==> config.mk <==
export PLATFORM = sky130hd
export DESIGN_NAME = rv_scoreboard
export DESIGN_NICKNAME = d
export VERILOG_FILES = /design/src/rtl/rv_scoreboard.sv
export SDC_FILE = /design/constraint.sdc
export NUM_CORES = 1
export LEC_CHECK = 0
export CAP_MARGIN = 20
export CORE_MARGIN = 4
export CORE_UTILIZATION = 42
export CTS_BUF_LIST = sky130_fd_sc_hd__clkbuf_8
export CTS_CLUSTER_SIZE = 40
export DETAILED_ROUTE_END_ITERATION = 10
export HOLD_SLACK_MARGIN = 0.06
export PLACE_DENSITY = 0.69
export SLEW_MARGIN = 20
export SYNTH_ARGS = -nofsm -noshare
export SYNTH_HDL_FRONTEND = slang
export SYNTH_SLANG_ARGS = --single-unit
==> constraint.sdc <==
create_clock -name i_clk -period 2.83 [get_ports i_clk]
set_input_delay 0.283 -clock i_clk [delete_from_list [all_inputs] [get_ports i_clk]]
set_output_delay 0.283 -clock i_clk [all_outputs]
set_load 0.1 [all_outputs]
==> src/rtl/rv_scoreboard.sv <==
// -----------------------------------------------------------------------------
// rv_scoreboard
//
// Issue-side register scoreboard. Records the destination registers of
// in-flight long-latency operations (loads, mul/div) whose results are not
// yet on any forwarding path, and stalls decode while the next instruction
// reads, or overwrites, a register that is still pending. Entries are pushed
// at issue and retired in order by the write stage.
//
// Parameters:
//   DEPTH  number of outstanding long-latency writes (power of two, 2..8)
//   CNT_W  width of o_count, clog2(DEPTH)+1
//
// Ports:
//   i_clk, i_reset_n        clock, synchronous active-low reset
//   i_issue_valid/long/wr   issuing instruction qualifiers
//   i_issue_rd              destination of the issuing instruction
//   i_dec_rs1/rs2, i_dec_use_rs1/rs2  source operands and their use flags
//   i_wb_valid, i_wb_rd     in-order retire of a long-latency result
//   i_flush                 suppresses the push in this cycle
//   o_stall                 hold decode (combinational)
//   o_full, o_empty, o_count  occupancy, derived from registered state
//   o_err                   sticky retire-order / underflow error
//
// Optional build macro RV_SCB_PERF_EN adds o_stall_cycles[31:0], a saturating
// count of cycles in which o_stall was asserted.
// -----------------------------------------------------------------------------
module rv_scoreboard #(
  parameter int DEPTH = 4,
  parameter int CNT_W = 3
) (
  input  logic             i_clk,
  input  logic             i_reset_n,
  input  logic             i_issue_valid,
  input  logic             i_issue_long,
  input  logic [4:0]       i_issue_rd,
  input  logic             i_issue_wr,
  input  logic [4:0]       i_dec_rs1,
  input  logic [4:0]       i_dec_rs2,
  input  logic             i_dec_use_rs1,
  input  logic             i_dec_use_rs2,
  input  logic             i_wb_valid,
  input  logic [4:0]       i_wb_rd,
  input  logic             i_flush,
  output logic             o_stall,
  output logic             o_full,
  output logic             o_empty,
  output logic [CNT_W-1:0] o_count,
  output logic             o_err
`ifdef RV_SCB_PERF_EN
  ,
  output logic [31:0]      o_stall_cycles
`endif
);

  localparam int PTR_W = (DEPTH > 1) ? $clog2(DEPTH) : 1;

  logic [DEPTH-1:0] valid_q, valid_d;
  logic [4:0]       rd_q [DEPTH];
  logic [PTR_W-1:0] wp_q, wp_d;
  logic [PTR_W-1:0] rp_q, rp_d;
  logic [CNT_W-1:0] cnt_q, cnt_d;
  logic             err_q, err_d;

  logic full, empty, pop, push;
  logic hit_rs1, hit_rs2, hit_rd;
  logic hz1, hz2, waw;

  assign full  = (cnt_q == CNT_W'(DEPTH));
  assign empty = (cnt_q == '0);
  assign pop   = i_wb_valid & ~empty;

  // Hazard lookup. The head entry being retired this cycle is skipped: the
  // write stage forwards that value, so the consumer may issue alongside it.
  always_comb begin
    hit_rs1 = 1'b0;
    hit_rs2 = 1'b0;
    hit_rd  = 1'b0;
    for (int i = 0; i < DEPTH; i++) begin
      if (valid_q[i] && !(pop && (PTR_W'(i) == rp_q))) begin
        if (rd_q[i] == i_dec_rs1)  hit_rs1 = 1'b1;
        if (rd_q[i] == i_dec_rs2)  hit_rs2 = 1'b1;
        if (rd_q[i] == i_issue_rd) hit_rd  = 1'b1;
      end
    end
  end

  // x0 is never a dependency.
  assign hz1 = i_dec_use_rs1 & (i_dec_rs1 != 5'd0) & hit_rs1;
  assign hz2 = i_dec_use_rs2 & (i_dec_rs2 != 5'd0) & hit_rs2;
  assign waw = i_issue_wr    & (i_issue_rd != 5'd0) & hit_rd;

  // A retire in the same cycle does not relieve a full table: the full term
  // looks at registered occupancy only, which keeps this path short.
  assign o_stall = i_issue_valid & (hz1 | hz2 | waw | (i_issue_long & full));

  assign push = i_issue_valid & i_issue_long & (i_issue_rd != 5'd0) &
                ~o_stall & ~i_flush;

  always_comb begin
    valid_d = valid_q;
    wp_d    = wp_q;
    rp_d    = rp_q;
    cnt_d   = cnt_q;
    err_d   = err_q;

    if (pop) begin
      valid_d[rp_q] = 1'b0;
      rp_d          = rp_q + PTR_W'(1);
    end
    // Push and pop never target the same slot: a push needs a free slot,
    // and with a free slot at wp the head at rp is a different entry.
    if (push) begin
      valid_d[wp_q] = 1'b1;
      wp_d          = wp_q + PTR_W'(1);
    end

    unique case ({push, pop})
      2'b10:   cnt_d = cnt_q + CNT_W'(1);
      2'b01:   cnt_d = cnt_q - CNT_W'(1);
      default: cnt_d = cnt_q;
    endcase

    // Retire on an empty table, or of a register other than the head, is a
    // pipeline bookkeeping fault; it latches until reset.
    if (i_wb_valid && (empty || (rd_q[rp_q] != i_wb_rd))) begin
      err_d = 1'b1;
    end
  end

  // NOTE: sequential state uses non-blocking assignments so every register
  // samples its next value from the same pre-edge snapshot.
  always_ff @(posedge i_clk) begin
    if (!i_reset_n) begin
      valid_q <= '0;
      wp_q    <= '0;
      rp_q    <= '0;
      cnt_q   <= '0;
      err_q   <= 1'b0;
    end else begin
      valid_q <= valid_d;
      wp_q    <= wp_d;
      rp_q    <= rp_d;
      cnt_q   <= cnt_d;
      err_q   <= err_d;
    end
  end

  // NOTE: the register-number array has no reset; an entry is only ever
  // consulted when its valid bit (which is reset) is set.
  always_ff @(posedge i_clk) begin
    if (push) begin
      rd_q[wp_q] <= i_issue_rd;
    end
  end

  assign o_full  = full;
  assign o_empty = empty;
  assign o_count = cnt_q;
  assign o_err   = err_q;

`ifdef RV_SCB_PERF_EN
  logic [31:0] stall_cycles_q;

  always_ff @(posedge i_clk) begin
    if (!i_reset_n) begin
      stall_cycles_q <= '0;
    end else if (o_stall && (stall_cycles_q != 32'hFFFF_FFFF)) begin
      stall_cycles_q <= stall_cycles_q + 32'd1;
    end
  end

  assign o_stall_cycles = stall_cycles_q;
`endif

endmodule

# After elaboration in Yosys (flattened, before gate mapping)
# Memories as Yosys holds them, arrays and structs flattened. A register that Yosys moved wholly into a read port is not among the register bits.
# Cells that the tools add are included.
[word_totals] ramBits=20 reg_bits=12 inputBits=29 n_memories=1
[classes] magnitude_cmp=4 eq_ne=19 reduce_logical=22 addsub=4 muxes=35 n_bitwise=22
[memory_table] memory="rd_q" depth=4 width=5 rd=5 rd_clocked_by_memory_dff=1 wr=1 line_no="59" rtl="logic [4:0] rd_q [DEPTH];"
[ops] cell="$eq A5 B5 Y1" n=12
[ops] cell="$mux W1" n=28
[ops] cell="$reduce_bool A5 Y1" n=3
[ops] cell="$and A1 B1 Y1" n=13
[ops] cell="$logic_and A1 B1 Y1" n=11
[ops] cell="$mux W4" n=2
[ops] cell="$lt A2 B3 Y1 const B" n=2
[ops] cell="$pmux W3 S2" n=1
[ops] cell="$ne A5 B5 Y1" n=1
[ops] cell="$add A2 B1 Y2 const B" n=2
[ops] cell="$and A4 B4 Y4" n=1
[ops] cell="$demux W1 S2" n=2
[ops] cell="$eq A2 B2 Y1 const A" n=2
[ops] cell="$ge A2 B1 Y1 const B" n=2
[ops] cell="$logic_not A1 Y1" n=4
[ops] cell="$mux W2" n=2
[ops] cell="$not A4 Y4" n=1
[ops] cell="$or A4 B4 Y4" n=1
[ops] cell="$add A3 B1 Y3 const B" n=1
[ops] cell="$eq A3 B3 Y1 const B" n=1
[ops] cell="$logic_not A3 Y1" n=1
[ops] cell="$not A1 Y1" n=3
[ops] cell="$or A1 B1 Y1" n=3
[ops] cell="$sub A3 B1 Y3 const B" n=1
[ops] cell="other kinds (6)" n=6

# Depth between registers and ports, before layout
[depth] depth_word=23 mapped_depth=15

# Worst setup path before layout
# Ideal clock, no wire load.
[synth_path] kind="register to register" startpoint="register cnt_q[0] (netlist: o_count[0])" endpoint="register cnt_q[2] (netlist: o_count[2])" path_stages_with_launch=9 period_less_slack_ps=4552 path_slack_ps=-1722 t_arrival_ps=4476 cell_sequence="dfxtp_1 nor3_1 nor2b_1 ha_1 inv_1 fa_1 xor2_1 or3_1 a21boi_0"
[synth_via] elab_chain_cells=23 elab_cells_between_ends=54 cone_classes="2 x add/sub; 3 x eq/ne; 22 x mux; 13 x bitwise; 14 x reduce/logical"
[synth_lines] element="from (decl)" line_no="62" rtl="logic [CNT_W-1:0] cnt_q, cnt_d;"
[synth_lines] element="from (signal assigned)" line_no="144" rtl="cnt_q <= cnt_d;"
[synth_lines] element="$logic_not A3 Y1 *" line_no="70" rtl="assign empty = (cnt_q == '0);"
[synth_lines] element="via o_empty" line_no="47" rtl="output logic o_empty,"
[synth_lines] element="$not A1 Y1 *" line_no="71" rtl="assign pop = i_wb_valid & ~empty;"
[synth_lines] element="$and A1 B1 Y1 *" line_no="71"
[synth_lines] element="via pop" line_no="65" rtl="logic full, empty, pop, push;"
[synth_lines] element="$logic_and A1 B1 Y1" line_no="80" rtl="if (valid_q[i] && !(pop && (PTR_W'(i) == rp_q))) begin"
[synth_lines] element="$logic_not A1 Y1" line_no="80"
[synth_lines] element="$logic_and A1 B1 Y1" line_no="80"
[synth_lines] element="[... 7 more ...]"
[synth_lines] element="$and A1 B1 Y1 (on tied branches)" line_no="89, 90"
[synth_lines] element="$or A1 B1 Y1 (3 in a row)" line_no="95" rtl="assign o_stall = i_issue_valid & (hz1 | hz2 | waw | (i_issue_long & full));"
[synth_lines] element="$and A1 B1 Y1" line_no="95"
[synth_lines] element="$not A1 Y1" line_no="98" rtl="~o_stall & ~i_flush;"
[synth_lines] element="$and A1 B1 Y1" line_no="97" rtl="assign push = i_issue_valid & i_issue_long & (i_issue_rd != 5'd0) &"
[synth_lines] element="$and A1 B1 Y1" line_no="98"
[synth_lines] element="$eq A2 B1 Y1 or $eq A2 B2 Y1 (tied branches)" line_no="118" rtl="unique case ({push, pop})"
[synth_lines] element="$pmux W3 S2 or $reduce_bool A2 Y1 (tied branches)"
# Mark *: on every way through the listed nets, which the timed path passes. The rest lies on a longest branch.
# A chain may end at the register's enable or synchronous reset.

# Worst setup path in the final report
[layout_path] startpoint="register cnt_q[1] (netlist: o_count[1])" endpoint="register cnt_q[2] (netlist: o_count[2])"
[layout_via] elab_chain_cells=23 elab_cells_between_ends=54 cone_classes="2 x add/sub; 3 x eq/ne; 22 x mux; 13 x bitwise; 14 x reduce/logical"
[layout_lines] element="$logic_not A3 Y1" line_no="70"
[layout_lines] element="$not A1 Y1" line_no="71"
[layout_lines] element="$and A1 B1 Y1" line_no="71"
[layout_lines] element="$logic_and A1 B1 Y1" line_no="80"
[layout_lines] element="$logic_not A1 Y1" line_no="80"
[layout_lines] element="$logic_and A1 B1 Y1" line_no="80"
[layout_lines] element="$mux W1" line_no="80"
[layout_lines] element="$mux W1 (on tied branches)" line_no="81, 82"
[layout_lines] element="[... 5 more ...]"
[layout_lines] element="$and A1 B1 Y1 (on tied branches)" line_no="89, 90"
[layout_lines] element="$or A1 B1 Y1 (3 in a row)" line_no="95"
[layout_lines] element="$and A1 B1 Y1" line_no="95"
[layout_lines] element="$not A1 Y1" line_no="98"
[layout_lines] element="$and A1 B1 Y1" line_no="97"
[layout_lines] element="$and A1 B1 Y1" line_no="98"
[layout_lines] element="$eq A2 B1 Y1 or $eq A2 B2 Y1 (tied branches)" line_no="118"
[layout_lines] element="$pmux W3 S2 or $reduce_bool A2 Y1 (tied branches)"
# Several ways; a longest one is shown, not always the timed one.

==> metrics <==
status=complete, but fails checks; failing checks=negative setup slack; Vert. Die Dim=84.53 um; DR WL/cell=18.18 um; nets@finish=332; total gr overflow=0; Area Growth Syn to Fin=38.71%; global-route wire length before repair=10.41 mm; Initial DRC Count=122; Routed WL=6.654 mm; final clock skew=15.75 ps; hold depth=1; Critical Path AT=3130 ps; register area share after synthesis=35.81%; post-layout util=60.84%; Cells after DPL=353; Crit Path Category=register to register; row count=27; post-synthesis cell area=2460 um^2; area leader, netlist=edfxtp_1; DP Area=3153 um^2; 1st-pass router iterations=4; YS warnings=0; MaxCap Viol Count=0; Setup TNS=-81.19 ps; Net Count, Synth=268; Clock Tree Buf Depth=2; Fill cells=476; initial antenna violation count=0; DRC=0; Port Buffers=35; n_diodes=0; worst reg-to-reg path cell count=13; CTS tree=done; vias in the first global route=2,024; headroom to the max-slew limit=68.80%; Mapped Cells=229; Critical Path Start Type=register; ys flop type=edfxtp_1; Starting Density=43.86%; Slew @ Worst Pin=466.5 ps; Die Width=84.53 um; Fmax=343.5 MHz; top post-synthesis cells by area=edfxtp_1 (24%), xnor2_1 (18%), dfxtp_1 (11%); vias=1,940; flops & latches, synth=34; final worst path period need=2911 ps; crit-path max FO=5; power density of the placed cells=489.8 nW/um^2; layout cell share with drive strength beyond 1=33.33%; Final ANT Viol Nets=0; post-synth top area share=24.42%; CTS Buf Count=5; hold crit path type=primary input to register; count of cell types in the netlist=43; period utilization=102.9%; non-filler cells in the finished layout=366; Syn Area/Cell=10.74 um^2; worst path required time=3050 ps; worst ir drop on vdd=0.4017 mV; leak pwr=1.178 nW; RSZ-0062 raised after global routing=yes; Pwr Total=0.001671 W; Hold-fix buffers, CTS=0; Finished Cell Area=3412 um^2; GRT Util Overall=18.77%; pin count of the biggest net entering global routing=15; Async SR Flop Fraction=0%; CTS sink cnt=34; clock slew at reported path FFs=80 ps; # setup viols final=1; Clk Latency, worst-skew pair=290 ps; Worst setup EP type=register; die area=7145 um^2; EDFF count, synth=20; core footprint=5608 um^2; vias per cell=5.301; Final HPWL DP=5.148 mm; final hold vios=0; H-tree levels=2; Clock Tree Root=clkbuf_8; max-slew violations=0; Final WS setup=-81.19 ps; Ports=36; RePlAce Congestion=0.8756
repair_timing:
action,in CTS,in global routing
pin swaps,6,10
gates resized for setup,9,22
setup endpoints to repair,1,3
cloned,0,0
buffers inserted,2,3
area by class of cell:
type,count,area [um^2],share of cell area (%)
Inverter,9,47.55,1.393
Multi-Input combinational cell,169,1642,48.11
Clock buffer,5,68.82,2.017
Timing Repair Buffer,74,653.1,19.14
Tap cell,72,90.09,2.640
Sequential cell,34,894.6,26.22
Clock inverter,3,16.27,0.4767
worst paths after layout:
check	from	endpoint	slack, ps
worst max-delay path	o_count[1]	o_count[2]	-80
worst max register to register	o_count[1]	o_count[2]	-80
worst min-delay path	i_issue_rd[3]	rd_q[2][3]	390
worst min register to register	o_err	o_err	480
power by group:
part           switching, W  total (W)  internal, W
Clock              0.000188   0.000356     0.000169
Combinational      0.000395   0.000687     0.000292
Sequential        0.0000679   0.000628     0.000560
Total              0.000650    0.00167      0.00102
state kept, by name, summed over array words and instances (netlist names), named ones only:
name and cells:
o_count 3, o_err 1, rd_q 20, rp_q 2, valid_q 4, wp_q 2
critical path, cell delays in order (launching register included):
cell and delay [ps]:
dfxtp_4 380, o311ai_4 400, nand4_1 230, nor4_4 270, nor4_4 100, o2111ai_4 200
nor2_2 70, inv_1 60, ha_2 180, inv_2 40, fa_2 330, xor2_1 160
or3_1 310, a21boi_1 130
layout by cell type (no fill, tap or decap), types with 3 or more instances in the layout:
cell type	instances
xnor2_1	51
buf_4	43
clkdlybuf4s50_1	22
edfxtp_1	20
xor2_1	17
nand2_1	10
nand4_1	10
dfxtp_1	9
and2_1	8
nand3_1	7
inv_1	6
ha_1	6
o311ai_4	5
nor4_4	5
mux4_2	5
clkbuf_8	5
dlymetal6s2s_1	4
nor2_1	3
o22ai_2	3
nor2_2	3
o21ai_1	3
o21a_1	3
dfxtp_4	3
routing by layer:
metal	track usage (%)	vias up	wire (um)
li1	-	930	-
met1	23.78	931	2868
met2	32.10	57	3312
met3	2.650	22	242
met4	7.482	0	230
met5	0	-	0
synthesized netlist by cell type (5+ instances only):
master and number:
inv_1 8, nand4_1 10, xnor2_1 51, nor4_1 5
nand3_1 7, buf_2 12, xor2_1 17, edfxtp_1 20
mux4_2 5, and2_1 8, ha_1 9, dfxtp_1 14
nand2_1 11
per-stage QoR:
| stage | setup WS [ps] | hold slack [ps] |
|---|---|---|
| after detailed placement | -392.5 | 471.1 |
| after global routing | -172.7 | 395.6 |
| final | -81.19 | 390.1 |
| after CTS | -59.79 | 489.5 |
| after floorplan | -69.79 | 381.9 |
| after global placement | -317.6 | 451.6 |
cells by family (layout without fill, tap and decap cells):
| family | after synthesis | in the layout | share of synthesized area, % |
|---|---|---|---|
| compound gates | 22 | 22 | 7.935 |
| simple gates | 62 | 62 | 15.46 |
| mux | 7 | 7 | 5.392 |
| xor+xnor | 68 | 68 | 24.21 |
| fa+ha+maj | 10 | 10 | 5.392 |
| buf+inv | 26 | 91 | 5.799 |
| flops | 34 | 34 | 35.81 |
(Power assumes the default switching activity.)
